===== src/rtl/aes_pkg.sv =====
// Shared AES definitions for the decrypt path: the iterative FSM state type and the
// inverse round transforms applied to a 128-bit state (byte i = bits [127-8i -: 8], column-major).
package aes_pkg;

    typedef enum logic [1:0] {IDLE, ROUND, DONE} aes_iter_state_t;

    localparam logic [2047:0] INV_SBOX = {
        128'h52096ad53036a538bf40a39e81f3d7fb,
        128'h7ce339829b2fff87348e4344c4dee9cb,
        128'h547b9432a6c2233dee4c950b42fac34e,
        128'h082ea16628d924b2765ba2496d8bd125,
        128'h72f8f66486689816d4a45ccc5d65b692,
        128'h6c704850fdedb9da5e154657a78d9d84,
        128'h90d8ab008cbcd30af7e45805b8b34506,
        128'hd02c1e8fca3f0f02c1afbd0301138a6b,
        128'h3a9111414f67dcea97f2cfcef0b4e673,
        128'h96ac7422e7ad3585e2f937e81c75df6e,
        128'h47f11a711d29c5896fb7620eaa18be1b,
        128'hfc563e4bc6d279209adbc0fe78cd5af4,
        128'h1fdda8338807c731b11210592780ec5f,
        128'h60517fa919b54a0d2de57a9f93c99cef,
        128'ha0e03b4dae2af5b0c8ebbb3c83539961,
        128'h172b047eba77d626e169146355210c7d
    };

    function automatic logic [7:0] xtime(input logic [7:0] b);
        return {b[6:0], 1'b0} ^ (b[7] ? 8'h1b : 8'h00);
    endfunction

    function automatic logic [7:0] inv_sbox(input logic [7:0] b);
        return INV_SBOX[2047 - 8 * int'(b) -: 8];
    endfunction

    function automatic logic [127:0] inv_sub_bytes(input logic [127:0] s);
        logic [127:0] o;
        o = '0;
        for (int i = 0; i < 16; i++) begin
            o[127 - 8 * i -: 8] = inv_sbox(s[127 - 8 * i -: 8]);
        end
        return o;
    endfunction

    // Row r rotates right by r columns: byte (r,c) moves to (r,(c+r)%4).
    function automatic logic [127:0] inv_shift_rows(input logic [127:0] s);
        logic [127:0] o;
        o = '0;
        for (int c = 0; c < 4; c++) begin
            for (int r = 0; r < 4; r++) begin
                o[127 - 8 * (4 * ((c + r) % 4) + r) -: 8] = s[127 - 8 * (4 * c + r) -: 8];
            end
        end
        return o;
    endfunction

    function automatic logic [127:0] inv_mix_columns(input logic [127:0] s);
        logic [127:0] o;
        logic [7:0]   a [4];
        logic [7:0]   m9 [4];
        logic [7:0]   mb [4];
        logic [7:0]   md [4];
        logic [7:0]   me [4];
        logic [7:0]   x2, x4, x8;
        o = '0;
        for (int c = 0; c < 4; c++) begin
            for (int r = 0; r < 4; r++) begin
                a[r]  = s[127 - 8 * (4 * c + r) -: 8];
                x2    = xtime(a[r]);
                x4    = xtime(x2);
                x8    = xtime(x4);
                m9[r] = x8 ^ a[r];
                mb[r] = x8 ^ x2 ^ a[r];
                md[r] = x8 ^ x4 ^ a[r];
                me[r] = x8 ^ x4 ^ x2;
            end
            o[127 - 8 * (4 * c + 0) -: 8] = me[0] ^ mb[1] ^ md[2] ^ m9[3];
            o[127 - 8 * (4 * c + 1) -: 8] = m9[0] ^ me[1] ^ mb[2] ^ md[3];
            o[127 - 8 * (4 * c + 2) -: 8] = md[0] ^ m9[1] ^ me[2] ^ mb[3];
            o[127 - 8 * (4 * c + 3) -: 8] = mb[0] ^ md[1] ^ m9[2] ^ me[3];
        end
        return o;
    endfunction

endpackage


===== src/rtl/aes_inv_round.sv =====
// One combinational AES inverse round in the equivalent-key-free order:
// InvShiftRows, InvSubBytes, AddRoundKey, then InvMixColumns unless this is the last round.
module aes_inv_round
    import aes_pkg::*;
(
    input  logic [127:0] state_in,
    input  logic [127:0] round_key,
    input  logic         last,
    output logic [127:0] state_out
);

    logic [127:0] keyed;

    assign keyed     = inv_sub_bytes(inv_shift_rows(state_in)) ^ round_key;
    assign state_out = last ? keyed : inv_mix_columns(keyed);

endmodule


===== src/rtl/aes_inv_cipher_iter.sv =====
// Iterative AES inverse cipher: one round per clock, walking the encryption key schedule
// backwards from key[NR] to key[0], with valid/ready handshakes on both sides.
module aes_inv_cipher_iter
    import aes_pkg::*;
#(
    parameter int NK = 4,
    parameter int NR = NK + 6
) (
    input  logic         clk,
    input  logic         rst_n,
    input  logic [31:0]  rkey [4*(NR+1)],
    input  logic         in_valid,
    output logic         in_ready,
    input  logic [127:0] ct,
    output logic         out_valid,
    input  logic         out_ready,
    output logic [127:0] pt
);

    localparam int RW = $clog2(NR);

    logic [127:0]    round_keys [NR+1];
    aes_iter_state_t fsm_reg;
    logic [RW-1:0]   rnd_reg;
    logic [127:0]    state_reg;
    logic [127:0]    round_out;
    logic            out_valid_reg;
    logic            idle_ready_reg;
    logic            accept;

    for (genvar gi = 0; gi <= NR; gi++) begin : g_round_key
        assign round_keys[gi] = {rkey[4*gi+3], rkey[4*gi+2], rkey[4*gi+1], rkey[4*gi]};
    end

    aes_inv_round u_round (
        .state_in  (state_reg),
        .round_key (round_keys[rnd_reg]),
        .last      (rnd_reg == '0),
        .state_out (round_out)
    );

    // idle_ready_reg keeps in_ready low until the first edge after reset release.
    assign in_ready  = ((fsm_reg == IDLE) && idle_ready_reg) || ((fsm_reg == DONE) && out_ready);
    assign accept    = in_valid && in_ready;
    assign out_valid = out_valid_reg;
    assign pt        = state_reg;

    always_ff @(posedge clk or negedge rst_n) begin
        if (!rst_n) begin
            fsm_reg        <= IDLE;
            rnd_reg        <= '0;
            state_reg      <= '0;
            out_valid_reg  <= 1'b0;
            idle_ready_reg <= 1'b0;
        end else begin
            idle_ready_reg <= 1'b1;
            case (fsm_reg)
                IDLE: begin
                    if (accept) begin
                        state_reg <= ct ^ round_keys[NR];
                        rnd_reg   <= RW'(NR - 1);
                        fsm_reg   <= ROUND;
                    end
                end
                ROUND: begin
                    state_reg <= round_out;
                    if (rnd_reg == '0) begin
                        fsm_reg       <= DONE;
                        out_valid_reg <= 1'b1;
                    end else begin
                        rnd_reg <= rnd_reg - RW'(1);
                    end
                end
                DONE: begin
                    if (out_ready) begin
                        out_valid_reg <= 1'b0;
                        if (in_valid) begin
                            state_reg <= ct ^ round_keys[NR];
                            rnd_reg   <= RW'(NR - 1);
                            fsm_reg   <= ROUND;
                        end else begin
                            fsm_reg <= IDLE;
                        end
                    end
                end
                default: fsm_reg <= IDLE;
            endcase
        end
    end

endmodule


===== config.mk =====
export PLATFORM = sky130hd
export DESIGN_NAME = aes_inv_cipher_iter
export DESIGN_NICKNAME = d
export VERILOG_FILES = /design/src/rtl/aes_pkg.sv /design/src/rtl/aes_inv_round.sv /design/src/rtl/aes_inv_cipher_iter.sv
export SDC_FILE = /design/constraint.sdc
export NUM_CORES = 2
export LEC_CHECK = 0
export CAP_MARGIN = 20
export CORE_AREA = 4 4 641 643
export CTS_CLUSTER_DIAMETER = 120
export DETAILED_ROUTE_END_ITERATION = 8
export DIE_AREA = 0 0 645 647
export PLACE_DENSITY = 0.5
export SYNTH_ARGS = -nofsm -noshare
export SYNTH_HDL_FRONTEND = slang
export SYNTH_SLANG_ARGS = --single-unit

===== constraint.sdc =====
create_clock -name clk -period 5.15 [get_ports clk]
set_input_delay 0.7725 -clock clk [delete_from_list [all_inputs] [get_ports clk]]
set_output_delay 0.7725 -clock clk [all_outputs]
set_load 0.01 [all_outputs]

==> results.txt <==
DRT Pass-1 Iters -> 7
Max reg flops -> 128
Worst r2r src -> pt[49]
Synth Area in Compound Gates -> 33.02%
Synth Area in Simple Gates -> 18.99%
Cell area after layout -> 0.1213 mm²
I/O pins -> 1670
Clock Skews -> 0.02282 ns
Violated checks -> setup timing
Die area -> 0.4173 mm²
Clk root buf -> clkbuf_16
Wirelength per Cell -> 43.63 µm
Initial antenna violation count -> 378
Worst r2r path cells -> 16
Max-Cap Viols -> 0
Synth Instances -> 11090
Post-layout nets -> 15230
EDFF count, synth -> 0
Least-Margin Pin Slew -> 1.312 ns
Sink Count -> 136
GP Congestion -> 1.041
Final hold violation count -> 0
Distinct cells, synth -> 110
Vias in the first global route -> 107700
FFs w/ async S/R, synth -> 100.0%
P&R area growth vs syn -> 43.96%
Crit path kind -> reg2reg
Post-CTS Setup Repair Bufs -> 0
TritonCTS buffer count -> 17
IO Port Bufs -> 1669
Max Slew Vio Count -> 0
Largest family of logic cells by synthesized area -> compound AO/OA/AOI/OAI gates
FMAX -> 193.9 MHz
R2R Path End -> pt[8]
Share of post-route cells with drive strength above 1 -> 22.74%
First-pass GRT wire length -> 1092 mm
All-Layer GR Usage -> 38.56%
Final Setup Violations -> 1
DP HPWL -> 702.0 mm
Core ar. -> 0.4052 mm²
Syn Std Cell Area -> 0.08429 mm²
Crit end category -> register
Worst relative slew slack -> 11.90%
Synthesized flop and latch total -> 136
Flop2flop setup slack -> -0.007 ns
Syn avg cell area -> 7.598 µm²
Largest net degree at the start of global routing -> 132
Post-Synthesis Net Count -> 12940
Routed Antenna Nets -> 0
Row cnt -> 234
Status -> finished with violations
FILL cells -> 44500
Post-synthesis mux area share -> 18.20%
Worst EP required -> 5.59 ns
CTS tree -> built
Clock period minus final worst setup slack -> 5.157 ns
Fin crit share -> 100.1%
H-tree levels -> 4
Width of the die -> 645 µm
Hold Path Class -> in2async
Post-DP Area -> 0.1189 mm²
Via count -> 116100
Clock Latency Late Sink -> 0.57 ns
Most used flip-flop cell after synthesis -> dfrtp_1
Final wirelength -> 848.0 mm
Initial DRC count -> 17790
Die height -> 647 µm
Final core utilization -> 29.95%
Top-area cell type share of the netlist area -> 13.81%
Post-synthesis adder-cell area fraction -> 4.563%
Clock slew at reported path FFs -> 0.09 ns
Critical path peak fanout -> 14
Drt drc -> 0
Initial core utilization -> 20.80%
CP arrival -> 5.60 ns
Max clock buf depth -> 2
Synth top area cells -> mux4_2, xnor2_1, o21ai_0
DR vias/cell -> 5.975
Sequential area share after synthesis -> 4.038%
Worst setup margin -> -0.006717 ns
Setup TNS -> -0.006717 ns
Synth Area in XOR/XNOR -> 13.13%
Commonest non-fill, non-tap cell in the layout -> buf_4
Synth warnings -> 0
Synth area leader -> mux4_2
Grt ovf -> 0
Commonest cells after routing, fill and taps aside -> buf_4, clkdlybuf4s50_1, o21ai_0
Critical Path Start Type -> register
layer usage:
layer / wire, µm / GRT usage [%] / vias up
li1: - / - / 47890
met5: 687 / 0 / -
met1: 325100 / 47.01 / 58470
met4: 82170 / 31.02 / 106
met2: 356200 / 56.77 / 8047
met3: 83870 / 10.56 / 1635
logic make-up (layout without fill, tap and decap cells):
| family | after synthesis | in the layout |
|---|---|---|
| compound gates | 3981 | 3981 |
| simple gates | 3200 | 3200 |
| buf+inv | 1553 | 3861 |
| xor+xnor | 1054 | 1054 |
| mux | 861 | 861 |
| fa+ha+maj | 308 | 308 |
| flops | 136 | 136 |
| other cells | 1 | 609 |
worst max-delay path, cell delays in order (launching register included):
cell and delay, ns:
dfrtp_2 0.45, buf_4 0.25, ha_1 0.58, buf_4 0.23, nand2_1 0.06, o21ai_0 0.39
a2111oi_0 0.13, o311ai_0 0.49, o21ai_1 0.39, xnor2_1 0.40, buf_4 0.20, xor2_1 0.23
xor2_1 0.21, xnor2_1 0.18, a211oi_4 0.53, buf_4 0.24, a21oi_1 0.04
per-stage QoR:
| stage | hold slack (ns) | setup WS [ns] | std cells |
|---|---|---|---|
| final | 0.2546 | -0.006717 | 19440 |
| after CTS | 0.2475 | 0.004357 | 18830 |
| after detailed placement | 0.5093 | -0.5826 | 18800 |
| after global placement | 0.5019 | -0.5975 | 18790 |
| after global routing | 0.2972 | -0.007669 | 19320 |
| after floorplan | 0.4769 | 0.02926 | 11090 |
synthesized netlist by cell type, types with 286 or more instances:
cell type	number
a21oi_1	720
buf_2	356
clkbuf_1	750
ha_1	305
mux4_2	517
nand2_1	701
nand2b_1	353
nor2_1	780
nor2b_1	301
nor3_1	286
o21ai_0	844
xnor2_1	606
xor2_1	305
layout make-up:
type                       instances  area [µm²]  area share (%)
clock inverter                    13       123.9          0.1021
tap                             5428        6792           5.597
multi-input combinational       9405       74630           61.50
clock buffer                      19       432.9          0.3568
sequential                       136        3553           2.928
inverter                         220       840.8          0.6929
antenna                          608        1521           1.254
timing repair buffer            3609       33450           27.57
how the worst max path moves through the flow:
stage / slack, ns / cells past startpoint / to / from
CTS: 0.004 / 20 / pt[73] / pt[88]
finish: -0.007 / 16 / pt[8] / pt[49]
global route: -0.008 / 17 / pt[45] / pt[1]
detailed placement: -0.58 / 16 / pt[8] / rkey[248]
global placement: -0.60 / 16 / pt[8] / rkey[248]
floorplan: 0.03 / 17 / pt[100] / pt[17]
timing repair:
item                       in CTS  in global routing
resized for setup              15                 51
pin swaps                       1                  6
hold buffers                    0                  0
gates cloned                    0                  1
setup endpoints to repair      37                 61
Power is not shown: default switching activity piles up to over one toggle a cycle in this logic, so the estimate is an artifact.
